--- config.mk ---
export PLATFORM = sky130hd
export DESIGN_NAME = mips_sequencer
export DESIGN_NICKNAME = d
export VERILOG_FILES = /design/src/rtl/mips_sequencer_pkg.sv /design/src/rtl/mips_sequencer_op_classify.sv /design/src/rtl/mips_sequencer.sv
export SDC_FILE = /design/constraint.sdc
export NUM_CORES = 1
export LEC_CHECK = 0
export ABC_AREA = 1
export BUFFER_PORTS_ARGS = -buffer_cell sky130_fd_sc_hd__clkbuf_2
export CAP_MARGIN = 20
export CORE_MARGIN = 5
export CORE_UTILIZATION = 35
export DETAILED_ROUTE_END_ITERATION = 8
export PLACE_DENSITY_LB_ADDON = 0.25
export SYNTH_ARGS = -nofsm -noshare
export SYNTH_HDL_FRONTEND = slang
export SYNTH_HIERARCHICAL = 1
export SYNTH_SLANG_ARGS = --single-unit
--- constraint.sdc ---
create_clock -name clk -period 4.7 [get_ports clk]
set_input_delay 0.47 -clock clk [delete_from_list [all_inputs] [get_ports clk]]
set_output_delay 0.47 -clock clk [all_outputs]
set_load 0.03 [all_outputs]
--- src/rtl/mips_sequencer_pkg.sv ---
// Shared MIPS control definitions: sequencer state encodings and opcode constants.
// Imported by the sequencer, the opcode classifier and the control decoder.
package mips_sequencer_pkg;

    typedef enum logic [3:0] {
        FETCH            = 4'd0,
        READ_FROM_MEMORY = 4'd1,
        DECODE           = 4'd2,
        EXECUTE          = 4'd3,
        EXECUTE_IMM      = 4'd4,
        ALU_WRITEBACK    = 4'd5,
        MEMADDR          = 4'd6,
        MEMREAD          = 4'd7,
        MEM_WRITEBACK    = 4'd8,
        MEMWRITE         = 4'd9,
        IDLE             = 4'd10,
        FAULT            = 4'd11
    } state_t;

    localparam logic [5:0] OPRTYPE = 6'b000000;
    localparam logic [5:0] ADDI    = 6'b001000;
    localparam logic [5:0] SLTI    = 6'b001010;
    localparam logic [5:0] ANDI    = 6'b001100;
    localparam logic [5:0] ORI     = 6'b001101;
    localparam logic [5:0] XORI    = 6'b001110;
    localparam logic [5:0] LW      = 6'b100011;
    localparam logic [5:0] SW      = 6'b101011;

    // Recorded as the faulting opcode when the state register holds an unused code.
    localparam logic [5:0] BAD_STATE_OPCODE = 6'h3F;

endpackage

--- src/rtl/mips_sequencer_op_classify.sv ---
// Combinational opcode classifier: sorts the instruction-register opcode into
// the instruction classes the sequencer routes on.
module op_classify
    import mips_sequencer_pkg::*;
(
    input  logic [5:0] opcode,
    output logic       is_rtype,
    output logic       is_imm,
    output logic       is_lw,
    output logic       is_sw,
    output logic       is_illegal
);

    assign is_rtype   = (opcode == OPRTYPE);
    assign is_imm     = (opcode inside {ADDI, SLTI, ANDI, ORI, XORI});
    assign is_lw      = (opcode == LW);
    assign is_sw      = (opcode == SW);
    assign is_illegal = ~(is_rtype | is_imm | is_lw | is_sw);

endmodule

--- src/rtl/mips_sequencer.sv ---
// Multicycle MIPS control sequencer: Moore state register, next-state logic,
// retired-instruction counter and fault capture.
module mips_sequencer
    import mips_sequencer_pkg::*;
(
    input  logic        clk,
    input  logic        rstb,
    input  logic        ena,
    input  logic [5:0]  opcode,
    input  logic        mem_ready,
    output logic [3:0]  state,
    output logic        instr_retired,
    output logic [31:0] retired_count,
    output logic        fault,
    output logic [5:0]  fault_opcode
);

    state_t state_q;
    state_t state_d;
    logic   is_rtype;
    logic   is_imm;
    logic   is_lw;
    logic   is_sw;
    logic   is_illegal;
    logic   enter_fault;
    logic   bad_code;

    op_classify u_op_classify (
        .opcode     (opcode),
        .is_rtype   (is_rtype),
        .is_imm     (is_imm),
        .is_lw      (is_lw),
        .is_sw      (is_sw),
        .is_illegal (is_illegal)
    );

    assign state       = state_q;
    assign bad_code    = (state_q > FAULT);
    assign enter_fault = (state_d == FAULT) && (state_q != FAULT);

    always_comb begin
        state_d       = state_q;
        instr_retired = 1'b0;
        case (state_q)
            IDLE:             if (ena) state_d = FETCH;
            FETCH:            state_d = READ_FROM_MEMORY;
            READ_FROM_MEMORY: if (mem_ready) state_d = DECODE;
            DECODE: begin
                if (is_illegal)    state_d = FAULT;
                else if (is_rtype) state_d = EXECUTE;
                else if (is_imm)   state_d = EXECUTE_IMM;
                else               state_d = MEMADDR;
            end
            EXECUTE,
            EXECUTE_IMM:      state_d = ALU_WRITEBACK;
            // Opcode is expected stable past DECODE; a change here is treated as illegal.
            MEMADDR: begin
                if (is_lw)      state_d = MEMREAD;
                else if (is_sw) state_d = MEMWRITE;
                else            state_d = FAULT;
            end
            MEMREAD:          if (mem_ready) state_d = MEM_WRITEBACK;
            ALU_WRITEBACK,
            MEM_WRITEBACK: begin
                instr_retired = 1'b1;
                state_d       = ena ? FETCH : IDLE;
            end
            MEMWRITE: begin
                if (mem_ready) begin
                    instr_retired = 1'b1;
                    state_d       = ena ? FETCH : IDLE;
                end
            end
            FAULT:            state_d = FAULT;
            default:          state_d = FAULT;
        endcase
    end

    always_ff @(posedge clk or negedge rstb) begin
        if (!rstb) begin
            state_q       <= IDLE;
            retired_count <= 32'd0;
            fault         <= 1'b0;
            fault_opcode  <= 6'd0;
        end else begin
            state_q <= state_d;
            if (instr_retired) retired_count <= retired_count + 32'd1;
            if (enter_fault) begin
                fault        <= 1'b1;
                fault_opcode <= bad_code ? BAD_STATE_OPCODE : opcode;
            end
        end
    end

endmodule

Word level (Yosys, flattened, before mapping)
Cells that the tools add are included.
Widths: inputs -> output; s select.
{"block": "op_classes", "n_lt_le_gt_ge": 1, "n_reduce_logical": 6, "add_sub_neg": 1, "eq_ne": 19, "bitwise_logic": 3, "n_mux": 14}
{"operator": "$pmux 4 s9", "count": 1}
{"operator": "$add 32x1->32 const B", "count": 1}
{"operator": "$eq 6x4->1 const B", "count": 5}
{"operator": "$mux 4", "count": 7}
{"operator": "$eq 4x3->1 const B", "count": 4}
{"operator": "$eq 4x4->1 const B", "count": 4}
{"operator": "$eq 6x6->1 const B", "count": 2}
{"operator": "$eq 4x2->1 const B", "count": 2}
{"operator": "$logic_not 6->1", "count": 1}
{"operator": "$mux 6", "count": 1}
{"operator": "$reduce_bool 5->1", "count": 1}
{"operator": "$eq 4x1->1 const B", "count": 1}
{"operator": "$gt 4x4->1 const B", "count": 1}
{"operator": "$logic_not 4->1", "count": 1}
{"operator": "$mux 2", "count": 2}
{"operator": "$ne 4x4->1 const B", "count": 1}
{"operator": "$reduce_or 2->1", "count": 2}
{"operator": "$mux 3", "count": 1}
{"operator": "$or 1x1->1", "count": 3}
{"operator": "$pmux 1 s2", "count": 1}
{"operator": "$logic_and 1x1->1", "count": 1}
{"operator": "$mux 1", "count": 1}
{"block": "word_totals", "regBits": 43, "elab_cells": 48, "inputBits": 10, "out_inout_bits": 44}

Logic depth before layout (Yosys ltp)
Gate-level depths: netlist of the first run.
{"block": "depth", "ltp_word": 9, "depth_mapped": 14}

By module
Netlist of the first run, hierarchy kept.
{"module": "mips_sequencer", "instances": 1, "area_each_um2": 2648.8, "cells_each": 368, "seq_area_each_um2": 1078.5}
{"module": "op_classify", "instances": 1, "area_each_um2": 87.6, "cells_each": 20, "seq_area_each_um2": 0.0}

Worst setup path before layout of the first run
No wires, ideal clock.
{"block": "synth_path", "path_kind": "reg2out", "startpoint": "register state_q[3], in the netlist state[3]", "endpoint": "output port instr_retired", "arrival_ns": 1.366, "required_time_ns": 4.230, "path_buffers": 1, "setup_slack_ns": 2.864, "path_stages_with_launch": 6, "path_cell_list": "dfstp_2 > nand2_2 > nor2_4 > nand2_2 > nand3_4 > buf_2"}
{"block": "synth_via", "elab_chain_len": 3, "elab_cells_between_ends": 5, "cone_classes": "3 x eq/ne; 1 x mux; 1 x reduce/logical"}
{"item": "from (decl)", "line_no": "mips_sequencer.sv:18", "text": "state_t state_q;"}
{"item": "from (signal assigned)", "line_no": "mips_sequencer.sv:86", "text": "state_q <= state_d;"}
{"item": "$eq 4x3->1 or $eq 4x4->1 (tied branches)", "line_no": "mips_sequencer.sv:44", "text": "case (state_q)"}
{"item": "$reduce_or 2->1", "line_no": "mips_sequencer.sv:44"}
{"item": "$pmux 1 s2 *", "line_no": "mips_sequencer.sv:44"}
{"item": "to (decl)", "line_no": "mips_sequencer.sv:12", "text": "output logic instr_retired,"}
Mark *: on every way between the ends. The rest lies on a longest branch, timed or not.

Worst setup path after layout of the first run
{"block": "layout_path", "startpoint": "register state_q[1], in the netlist state[1]", "endpoint": "output port instr_retired"}
The elaborated chain is that of the path after synthesis.

==> summary.md, run 1 <==
| Metric | Value |
|---|---|
| Synth Register Bits | 43 |
| Port Buffer Count | 53 |
| First-pass GRT wire length | 11.3 mm |
| Post-CTS setup buffers | 0 |
| Post-Syn Nets | 399 |
| First-pass DRT Iterations | 4 |
| CTS Sinks | 43 |
| H-Tree Depth | 2 |
| Worst slack at placement | 2.74 ns |
| Syn-to-layout area delta | 18.9% |
| Final worst setup slack | 2.53 ns |
| Vias/cell | 4.57 |
| Final hold violations | 0 |
| Crit. End Element | output port |
| Synth warn | 6 |
| Die ar. | 0.00969 mm² |
| Worst Skew | 0.00581 ns |
| Commonest non-fill, non-tap cell in the layout | nand2_1 |
| Total gr overflow | 0 |
| Worst-Skew Late Latency | 0.29 ns |
| CP Launch Type | flop |
| Slowest CP cell | dfstp_2 |
| Post-CTS Resized | 0 |
| Die height | 98.4 µm |
| Post-DR wirelength/cell | 11.8 µm |
| # fillers | 848 |
| Leak pwr | 1.73 nW |
| HPWL after detailed placement | 5.23 mm |
| CTS tree | yes |
| Data required, critical path | 4.23 ns |
| Unrepaired setup endpoints after global routing | no |
| Starting Density | 35.6% |
| Hold WC Path Type | primary input to async pin |
| CP arrival | 1.70 ns |
| Dpl cells | 540 |
| Largest net degree at the start of global routing | 44 |
| Max Root-Sink Buffers | 2 |
| Critical path class | flop to output port |
| Post-synthesis average cell area | 7.05 µm² |
| Seq/Total Area, Yosys | 39.4% |
| Worst Path Max Fanout | 19 |
| GPL Wtd Cong | 0.871 |
| Gate Count Post-Synth | 388 |
| Most frequent cells in the layout | nand2_1 (140), nor2_1 (53), clkbuf_2 (53) |
| Num CTS Buffers | 5 |
| DRT iter0 DRCs | 104 |
| Vias in the first global route | 2342 |
| DRC Markers | 0 |
| Core area | 0.00769 mm² |
| Die X | 98.4 µm |
| Initial antenna violation count | 0 |
| Fin cells | 549 |
| Fin crit share | 46.2% |
| Max-Cap Viols | 0 |
| Post-layout min period | 2.17 ns |
| Final max-slew violation count | 0 |
| Post-CTS Hold Buffers | 0 |
| Cell Chain, Critical Path | inv_1, nand2_1, nor2_4, nand2_2, nand3_4, clkbuf_2 |
| CP max stage delay | 0.59 ns |
| Synthesized cell area | 0.00274 mm² |
| FP Rows | 32 |
| VDD IR max | 0.333 mV |
| Final ANT Viol Nets | 0 |
| Diode count | 0 |
| Area of the multi-input gates | 0.00146 mm² |
| Cell Pwr Density | 445 mW/mm² |
| Seq. cell area | 0.00108 mm² |
| Nets | 457 |
| Achievable Freq | 461 MHz |
| Final setup violation count | 0 |
| Final TNS setup | 0 ns |
| Slew margin rel. | 43.0% |
| Worst-path clk slew | 0.08 ns |
| Root Buffer | clkbuf_8 |
| Detailed-route wire length | 6.47 mm |
| Status | finished, final reports clean |
| Share of cells above drive strength 1 | 20.1% |
| Synth cell types | 31 |
| Worst slew pin tran | 0.855 ns |
| I/O pin cnt | 54 |
| Via count | 2509 |
| Gr usage total | 13.8% |
==> sequential cells by signal, indices dropped and copies added, names as in the netlist <==
register	count
fault	1
retired_count	32
fault_opcode	6
state	4
==> cells by family after synthesis <==
group	synth area share (%)
buffers and inverters	7.09
AO/OA/AOI/OAI	2.51
adder cells (fa/ha/maj)	0.457
AND/OR/NAND/NOR	41.9
flip-flops	39.4
XOR/XNOR	8.64
==> stage by stage <==
step	hold slack [ns]	area, µm²	utilization, %	total power (W)
after floorplan	0.174	2740	-	0.000991
after global placement	0.452	3120	40.5	0.00116
after detailed placement	0.460	3120	40.5	0.00116
after CTS	0.392	3230	42.1	0.00146
after global routing	0.123	3250	42.3	0.00156
final	0.0987	3250	42.3	0.00145
==> worst paths after layout <==
path,start,end,slack [ns],cells past startpoint
max,state[1],instr_retired,2.53,6
min,rstb,retired_count[17],0.1,1
max reg2reg,state[3],retired_count[16],2.75,5
min reg2reg,fault,fault,0.47,2
max in group asynchronous,rstb,state[1],4.05,2
min in group clk,fault,fault,0.47,2
==> cell usage after synthesis <==
cell / count / share of area (%)
nand2_1: 140 / 19
nor2_1: 53 / 7.3
inv_1: 44 / 6.0
dfrtp_1: 41 / 37
xor2_1: 20 / 6.4
nand3_1: 13 / 2.4
nand4_1: 11 / 2.5
nor3_1: 10 / 1.8
xnor2_1: 7 / 2.2
nand2_2: 6 / 1.4
o21ai_0: 6 / 1.1
nor2_2: 5 / 1.1
inv_2: 4 / 0.55
nor2_4: 3 / 1.2
nor3_2: 3 / 1.1
a21boi_0: 2 / 0.55
and3_1: 2 / 0.46
buf_2: 2 / 0.37
dfstp_2: 2 / 1.9
nand3_2: 2 / 0.73
nand3b_1: 2 / 0.55
a21oi_1: 1 / 0.18
a31oi_1: 1 / 0.23
clkbuf_1: 1 / 0.14
ha_1: 1 / 0.46
nand2_4: 1 / 0.41
nand3_4: 1 / 0.64
nand4_4: 1 / 0.78
nor3b_1: 1 / 0.27
o211ai_1: 1 / 0.27
o21ai_1: 1 / 0.18
==> per-layer routing <==
layer / GRT usage, % / vias to the layer above / part of all wire (%)
met2: 20.9 / 57 / 45
met5: 0 / - / 0
met1: 20.2 / 1134 / 49
met4: 1.89 / 0 / 0.26
li1: - / 1316 / -
met3: 3.89 / 2 / 5.6
==> cell type report <==
class / count / area share, %
timing repair buffer: 54 / 8.77
clock buffer: 6 / 2.54
inverter: 48 / 5.54
multi-input combinational: 294 / 45.0
sequential: 43 / 33.2
clock inverter: 2 / 1.08
tap: 102 / 3.92
==> critical path, delay by kind of cell (launching register included) <==
family | cells | cell delay [ns]
buf+inv | 2 | 0.34
flops | 1 | 0.59
simple gates | 4 | 0.47
==> power by group <==
group,total (W),switching (W),leakage (nW),internal [W]
Combinational,0.000641,0.000467,1.13,0.000174
Sequential,0.000510,0.0000689,0.542,0.000441
Clock,0.000296,0.000124,0.0612,0.000172
Total,0.00145,0.000660,1.73,0.000787
(Power assumes the default switching activity.)
==> run 2, diff against run 1 <==
--- a/config.mk
+++ b/config.mk
@@ -5,7 +5,7 @@
 export SDC_FILE = /design/constraint.sdc
 export NUM_CORES = 1
 export LEC_CHECK = 0
-export ABC_AREA = 1
+export ABC_AREA = 0
 export BUFFER_PORTS_ARGS = -buffer_cell sky130_fd_sc_hd__clkbuf_2
 export CAP_MARGIN = 20
 export CORE_MARGIN = 5
==> constraint.sdc (replaced) <==
create_clock -name clk -period 2.2 [get_ports clk]
set_input_delay 0.22 -clock clk [delete_from_list [all_inputs] [get_ports clk]]
set_output_delay 0.22 -clock clk [all_outputs]
set_load 0.03 [all_outputs]
==> summary.md, run 2 <==
| Metric | Value |
|---|---|
| Status | finished, final reports clean |
| Synth cell types | 58 |
| Top cells by count, synth | dfrtp_1 (41), nand2_1 (22), xnor2_1 (20) |
| Die X | 90.8 µm |
| Core area | 0.00635 mm² |
| VDD IR max | 0.527 mV |
| Data required, critical path | 2.38 ns |
| Fin crit share | 91.8% |
| CP Launch Type | flop |
| Synth warn | 6 |
| First-pass DRT Iterations | 4 |
| Reg2reg setup slack | 0.18 ns |
| Port Buffer Count | 53 |
| Unrepaired setup endpoints after global routing | no |
| H-Tree Depth | 2 |
| Final worst setup slack | 0.181 ns |
| Crit. End Element | flop |
| Post-Syn Nets | 225 |
| Starting Density | 35.9% |
| Final setup violation count | 0 |
| Post-synth EDFFs | 0 |
| Synth Area in Simple Gates | 23.8% |
| Synth area leaders | dfrtp_1 (45%), xnor2_1 (7.7%), xor2_1 (4.2%), nand2_1 (3.6%), dfstp_2 (2.3%) |
| CTS Sinks | 43 |
| Worst Skew | 0.00673 ns |
| Die ar. | 0.00824 mm² |
| Mux contribution to synthesized area | 0.987% |
| Final hold violations | 0 |
| Async S/R FF share, synth | 100% |
| Total gr overflow | 0 |
| Syn-to-layout area delta | 24.7% |
| Diode count | 0 |
| Post-layout min period | 2.02 ns |
| Nets | 297 |
| Largest net degree at the start of global routing | 44 |
| Cell Chain, Critical Path | nand2b_2, a2111oi_1, a211oi_2, o21bai_2, nand2_1, o22a_1 |
| Post-synthesis average cell area | 10.7 µm² |
| Final TNS setup | 0 ns |
| Hold WC Path Type | primary input to async pin |
| R2r startpoint | state[1] |
| Gr usage total | 12.4% |
| CTS tree | yes |
| Gate Count Post-Synth | 214 |
| Slew margin rel. | 63.4% |
| Synth Register Bits | 43 |
| HPWL after detailed placement | 3.81 mm |
| Adder-cell share of the synthesized area | 0.548% |
| Main combinational cell family by area after synthesis | simple AND/OR/NAND/NOR gates |
| FP Rows | 29 |
| Final max-slew violation count | 0 |
| # fillers | 608 |
| Worst slew pin tran | 0.549 ns |
| Die height | 90.8 µm |
| Post-Synth XOR/XNOR Area | 11.9% |
| Vias in the first global route | 1802 |
| Initial antenna violation count | 0 |
| Max-Cap Viols | 0 |
| Cell Pwr Density | 1030 mW/mm² |
| Synthesized cell area | 0.00228 mm² |
| Vias/cell | 5.04 |
| DRT iter0 DRCs | 49 |
| Worst slack at placement | -0.223 ns |
| CP arrival | 2.20 ns |
| Start point of the critical path | state[1] |
| Biggest area consumer among synthesized cells | dfrtp_1 |
| Root Buffer | clkbuf_8 |
| Via count | 1830 |
| First-pass GRT wire length | 8.54 mm |
| Post-synthesis compound-gate area fraction | 12.4% |
| Largest register FFs | 32 |
| Final instance area | 0.00285 mm² |
| Detailed-route wire length | 5.06 mm |
| Final ANT Viol Nets | 0 |
| Placed Area | 0.00271 mm² |
| Reg with most FFs | retired_count |
| Worst Path Max Fanout | 14 |
| Leak pwr | 1.35 nW |
| Area share of the largest cell type after synthesis | 45.0% |
| Slowest CP cell | dfstp_2 |
| Post-DR wirelength/cell | 13.9 µm |
| Worst-Skew Late Latency | 0.29 ns |
| Worst R2R End | fault_opcode[4] |
| Number of cells on the worst reg-to-reg path | 6 |
| Top_reg_cell synth | dfrtp_1 |
| Max Root-Sink Buffers | 2 |
| CP max stage delay | 0.70 ns |
| Num CTS Buffers | 5 |
| Most common cell in the synthesized netlist | dfrtp_1 |
| Share of cells above drive strength 1 | 37.1% |
| Seq/Total Area, Yosys | 47.3% |
| Achievable Freq | 495 MHz |
| Commonest non-fill, non-tap cell in the layout | clkbuf_2 |
| Post-CTS Hold Buffers | 0 |
| GPL Wtd Cong | 0.832 |
| I/O pin cnt | 54 |
| Worst-path clk slew | 0.07 ns |
| Critical path class | flop to flop |
| DRC Markers | 0 |
| Most frequent cells in the layout | clkbuf_2 (53), dfrtp_1 (41), nand2_1 (22) |
## run 2: cell count changes in the layout (fill, tap and decap cells not counted), moves of 9 or more
cell / delta
buf_4: +18
inv_1: -39
nand2_1: -118
nor2_1: -40
nor3_1: -9
xnor2_1: +13
xor2_1: -9
## run 2: critical path: cells and delay by family, from the launching register on
| kind | cells | cell delay (ns) |
|---|---|---|
| and+or+nand+nor | 2 | 0.28 |
| AOI/OAI and AO/OA | 4 | 0.93 |
| DFF | 1 | 0.70 |
## run 2: how the worst max path moves through the flow
stage | end | slack (ns) | depth (start not counted)
after floorplan | fault_opcode[0] | 0.11 | 9
after global placement | fault_opcode[1] | -0.14 | 9
after detailed placement | fault_opcode[2] | -0.22 | 9
after CTS | fault_opcode[2] | 0.09 | 9
after global routing | fault_opcode[0] | 0.03 | 6
final | fault_opcode[4] | 0.18 | 6
## run 2: area by class of cell
class | instances | area [µm²] | area share, %
Multi-Input combinational cell | 158 | 1140 | 40.1
Tap cell | 77 | 96.3 | 3.39
Clock inverter | 1 | 30.0 | 1.06
Timing Repair Buffer | 71 | 400 | 14.1
Clock buffer | 6 | 72.6 | 2.55
Inverter | 7 | 26.3 | 0.923
Sequential cell | 43 | 1080 | 37.9
## run 2: kinds of logic after synthesis
group	after synthesis
DFF	43
buffers and inverters	13
AOI/OAI and AO/OA	34
adders and majority gates	1
and+or+nand+nor	90
muxes	2
xor gates and xnor gates	31
## run 2: per-stage QoR
step / hold WS, ns / utilization, % / std cells / total power (W)
after global routing: 0.0710 / 44.8 / 363 / 0.00312
after global placement: 0.338 / 42.7 / 353 / 0.00232
after detailed placement: 0.341 / 42.7 / 353 / 0.00233
final: 0.00131 / 44.8 / 363 / 0.00293
after floorplan: -0.0756 / - / 214 / 0.00200
after CTS: 0.0295 / 44.3 / 360 / 0.00294
## run 2: report_power, final
| part | total [W] | switching, W | internal, W |
|---|---|---|---|
| logic | 0.00124 | 0.000745 | 0.000498 |
| registers | 0.00110 | 0.000165 | 0.000939 |
| clock network | 0.000585 | 0.000253 | 0.000333 |
| total | 0.00293 | 0.00116 | 0.00177 |
## run 2: what timing repair did
item | CTS | global route
buffers inserted | 0 | 3
resized for setup | 0 | 2
setup endpoints to repair | 0 | 10
## run 2: metal layers
| metal | vias to the layer above | track usage (%) | wire (µm) |
|---|---|---|---|
| met3 | 6 | 3.42 | 223 |
| li1 | 903 | - | - |
| met2 | 34 | 20.0 | 2400 |
| met4 | 0 | 3.72 | 59 |
| met5 | - | 0 | 0 |
| met1 | 887 | 16.2 | 2370 |
==> run 3, diff against run 2 <==
--- a/config.mk
+++ b/config.mk
@@ -11,7 +11,7 @@
 export CORE_MARGIN = 5
 export CORE_UTILIZATION = 35
 export DETAILED_ROUTE_END_ITERATION = 8
-export PLACE_DENSITY_LB_ADDON = 0.25
+export PLACE_DENSITY = 0.61
 export SYNTH_ARGS = -nofsm -noshare
 export SYNTH_HDL_FRONTEND = slang
 export SYNTH_HIERARCHICAL = 1
==> constraint.sdc (replaced) <==
create_clock -name clk -period 2.6 [get_ports clk]
set_input_delay 0.78 -clock clk [delete_from_list [all_inputs] [get_ports clk]]
set_output_delay 0.78 -clock clk [all_outputs]
set_load 0.03 [all_outputs]
==> summary.md, run 3 (synthesis results as in run 2) <==
| Metric | Value |
|---|---|
| DRT iter0 DRCs | 51 |
| Die height | 90.8 µm |
| Worst-path clk slew | 0.08 ns |
| Leak pwr | 1.38 nW |
| Largest register FFs | 32 |
| Root Buffer | clkbuf_8 |
| CP max stage delay | 0.41 ns |
| I/O pin cnt | 54 |
| Data required, critical path | 2.83 ns |
| Cell count along the critical path | 9 |
| Via count | 1865 |
| Share of cells above drive strength 1 | 39.2% |
| Die ar. | 0.00824 mm² |
| Slowest CP cell | or3_1 |
| Max-Cap Viols | 0 |
| CTS Sinks | 43 |
| Core area | 0.00635 mm² |
| Critical path's top delay family | simple AND/OR/NAND/NOR gates |
| Starting Density | 35.9% |
| First-pass GRT wire length | 8.63 mm |
| HPWL after detailed placement | 3.92 mm |
| Crit. End Element | flop |
| H-Tree Depth | 2 |
| Final max-slew violation count | 0 |
| Worst slew pin tran | 0.474 ns |
| Hold WC Path Type | primary input to async pin |
| Share of the core filled with cells | 45.7% |
| CP arrival | 2.70 ns |
| FP Rows | 29 |
| Final setup violation count | 0 |
| CP Launch Type | primary input |
| Largest net degree at the start of global routing | 20 |
| Max Root-Sink Buffers | 2 |
| Die X | 90.8 µm |
| Num CTS Buffers | 5 |
| Port Buffer Count | 53 |
| CTS tree | yes |
| Critical path class | primary input to flop |
| Syn-to-layout area delta | 27.1% |
| Vias in the first global route | 1826 |
| Detailed-route wire length | 4.98 mm |
| VDD IR max | 0.657 mV |
| Final hold violations | 0 |
| Final instance area | 0.00290 mm² |
| Worst Path Max Fanout | 7 |
| Gr usage total | 12.6% |
| DRC Markers | 0 |
| CP Buf/Inv Count | 1 |
| Slew margin rel. | 68.3% |
| Post-DR wirelength/cell | 13.5 µm |
| First-pass DRT Iterations | 4 |
| GPL Wtd Cong | 0.906 |
| Post-layout min period | 2.47 ns |
| Cell Chain, Critical Path | clkbuf_2, or3_1, nor4_2, nor2_1, a2111oi_2, a211oi_2, o21bai_2, and3_4, o22a_1 |
| Number of cells on the worst reg-to-reg path | 6 |
| Worst-Skew Late Latency | 0.29 ns |
| Initial antenna violation count | 0 |
| Most frequent cells in the layout | clkbuf_2 (53), dfrtp_1 (41), buf_4 (22) |
| Commonest non-fill, non-tap cell in the layout | clkbuf_2 |
| Overall Power | 0.00251 W |
| Final ANT Viol Nets | 0 |
| Total gr overflow | 0 |
| Vias/cell | 5.07 |
| Nets | 301 |
| Final worst setup slack | 0.131 ns |
| Cell Pwr Density | 864 mW/mm² |
| Status | finished, final reports clean |
| Worst slack at placement | -0.293 ns |
| Fin crit share | 95.0% |
| Worst Skew | 0.00760 ns |
| Placed Area | 0.00276 mm² |
| Achievable Freq | 405 MHz |
| Diode count | 0 |
| Reg with most FFs | retired_count |
-- run 3: worst register-to-register path: stages (launching register included) --
cell and delay (ns):
dfstp_2 0.75, nand2b_2 0.14, a2111oi_1 0.50, a211oi_2 0.10, o21bai_2 0.19, and3_4 0.25
o22a_1 0.14
-- run 3: worst paths after layout --
check,from,to,slack (ns)
worst max-delay path,opcode[4],fault_opcode[0],0.13
worst min-delay path,rstb,retired_count[27],0.32
worst max register to register,state[1],fault_opcode[0],0.48
worst min register to register,retired_count[31],retired_count[31],0.47
max in group asynchronous,rstb,state[3],1.72
min in group clk,retired_count[31],retired_count[31],0.47
-- run 3: per-layer routing --
| layer | vias up | GRT usage [%] | wire length [µm] |
|---|---|---|---|
| met1 | 897 | 17.6 | 2380 |
| met5 | - | 0 | 0 |
| met2 | 47 | 18.8 | 2250 |
| li1 | 912 | - | - |
| met4 | 0 | 4.34 | 88 |
| met3 | 9 | 3.42 | 264 |
-- run 3: timing repair --
action | 4_1_cts | 5_1_grt
gates resized for setup | 0 | 4
setup buffers | 0 | 1
hold buffers | 0 | 0
setup endpoints to repair | 0 | 8
-- run 3: power by group --
part	switching, W	total (W)	internal (W)
clock network	0.000220	0.000531	0.000311
registers	0.000171	0.000966	0.000795
logic	0.000600	0.00101	0.000410
total	0.000992	0.00251	0.00152
-- run 3: area by class of cell --
cell class                 instances  area, µm²
fill                             606       3450
multi-input combinational        158       1150
sequential                        43       1080
timing repair buffer              75        430
tap                               77       96.3
clock buffer                       6       82.6
clock inverter                     2       35.0
inverter                           7       26.3
-- run 3: per-stage QoR --
| step | hold WS [ns] | cells | setup TNS, ns |
|---|---|---|---|
| after floorplan | 0.484 | 214 | 0 |
| after global placement | 0.454 | 359 | -1.47 |
| after detailed placement | 0.464 | 359 | -1.93 |
| after CTS | 0.318 | 367 | 0 |
| after global routing | 0.325 | 368 | -0.260 |
| final | 0.318 | 368 | 0 |
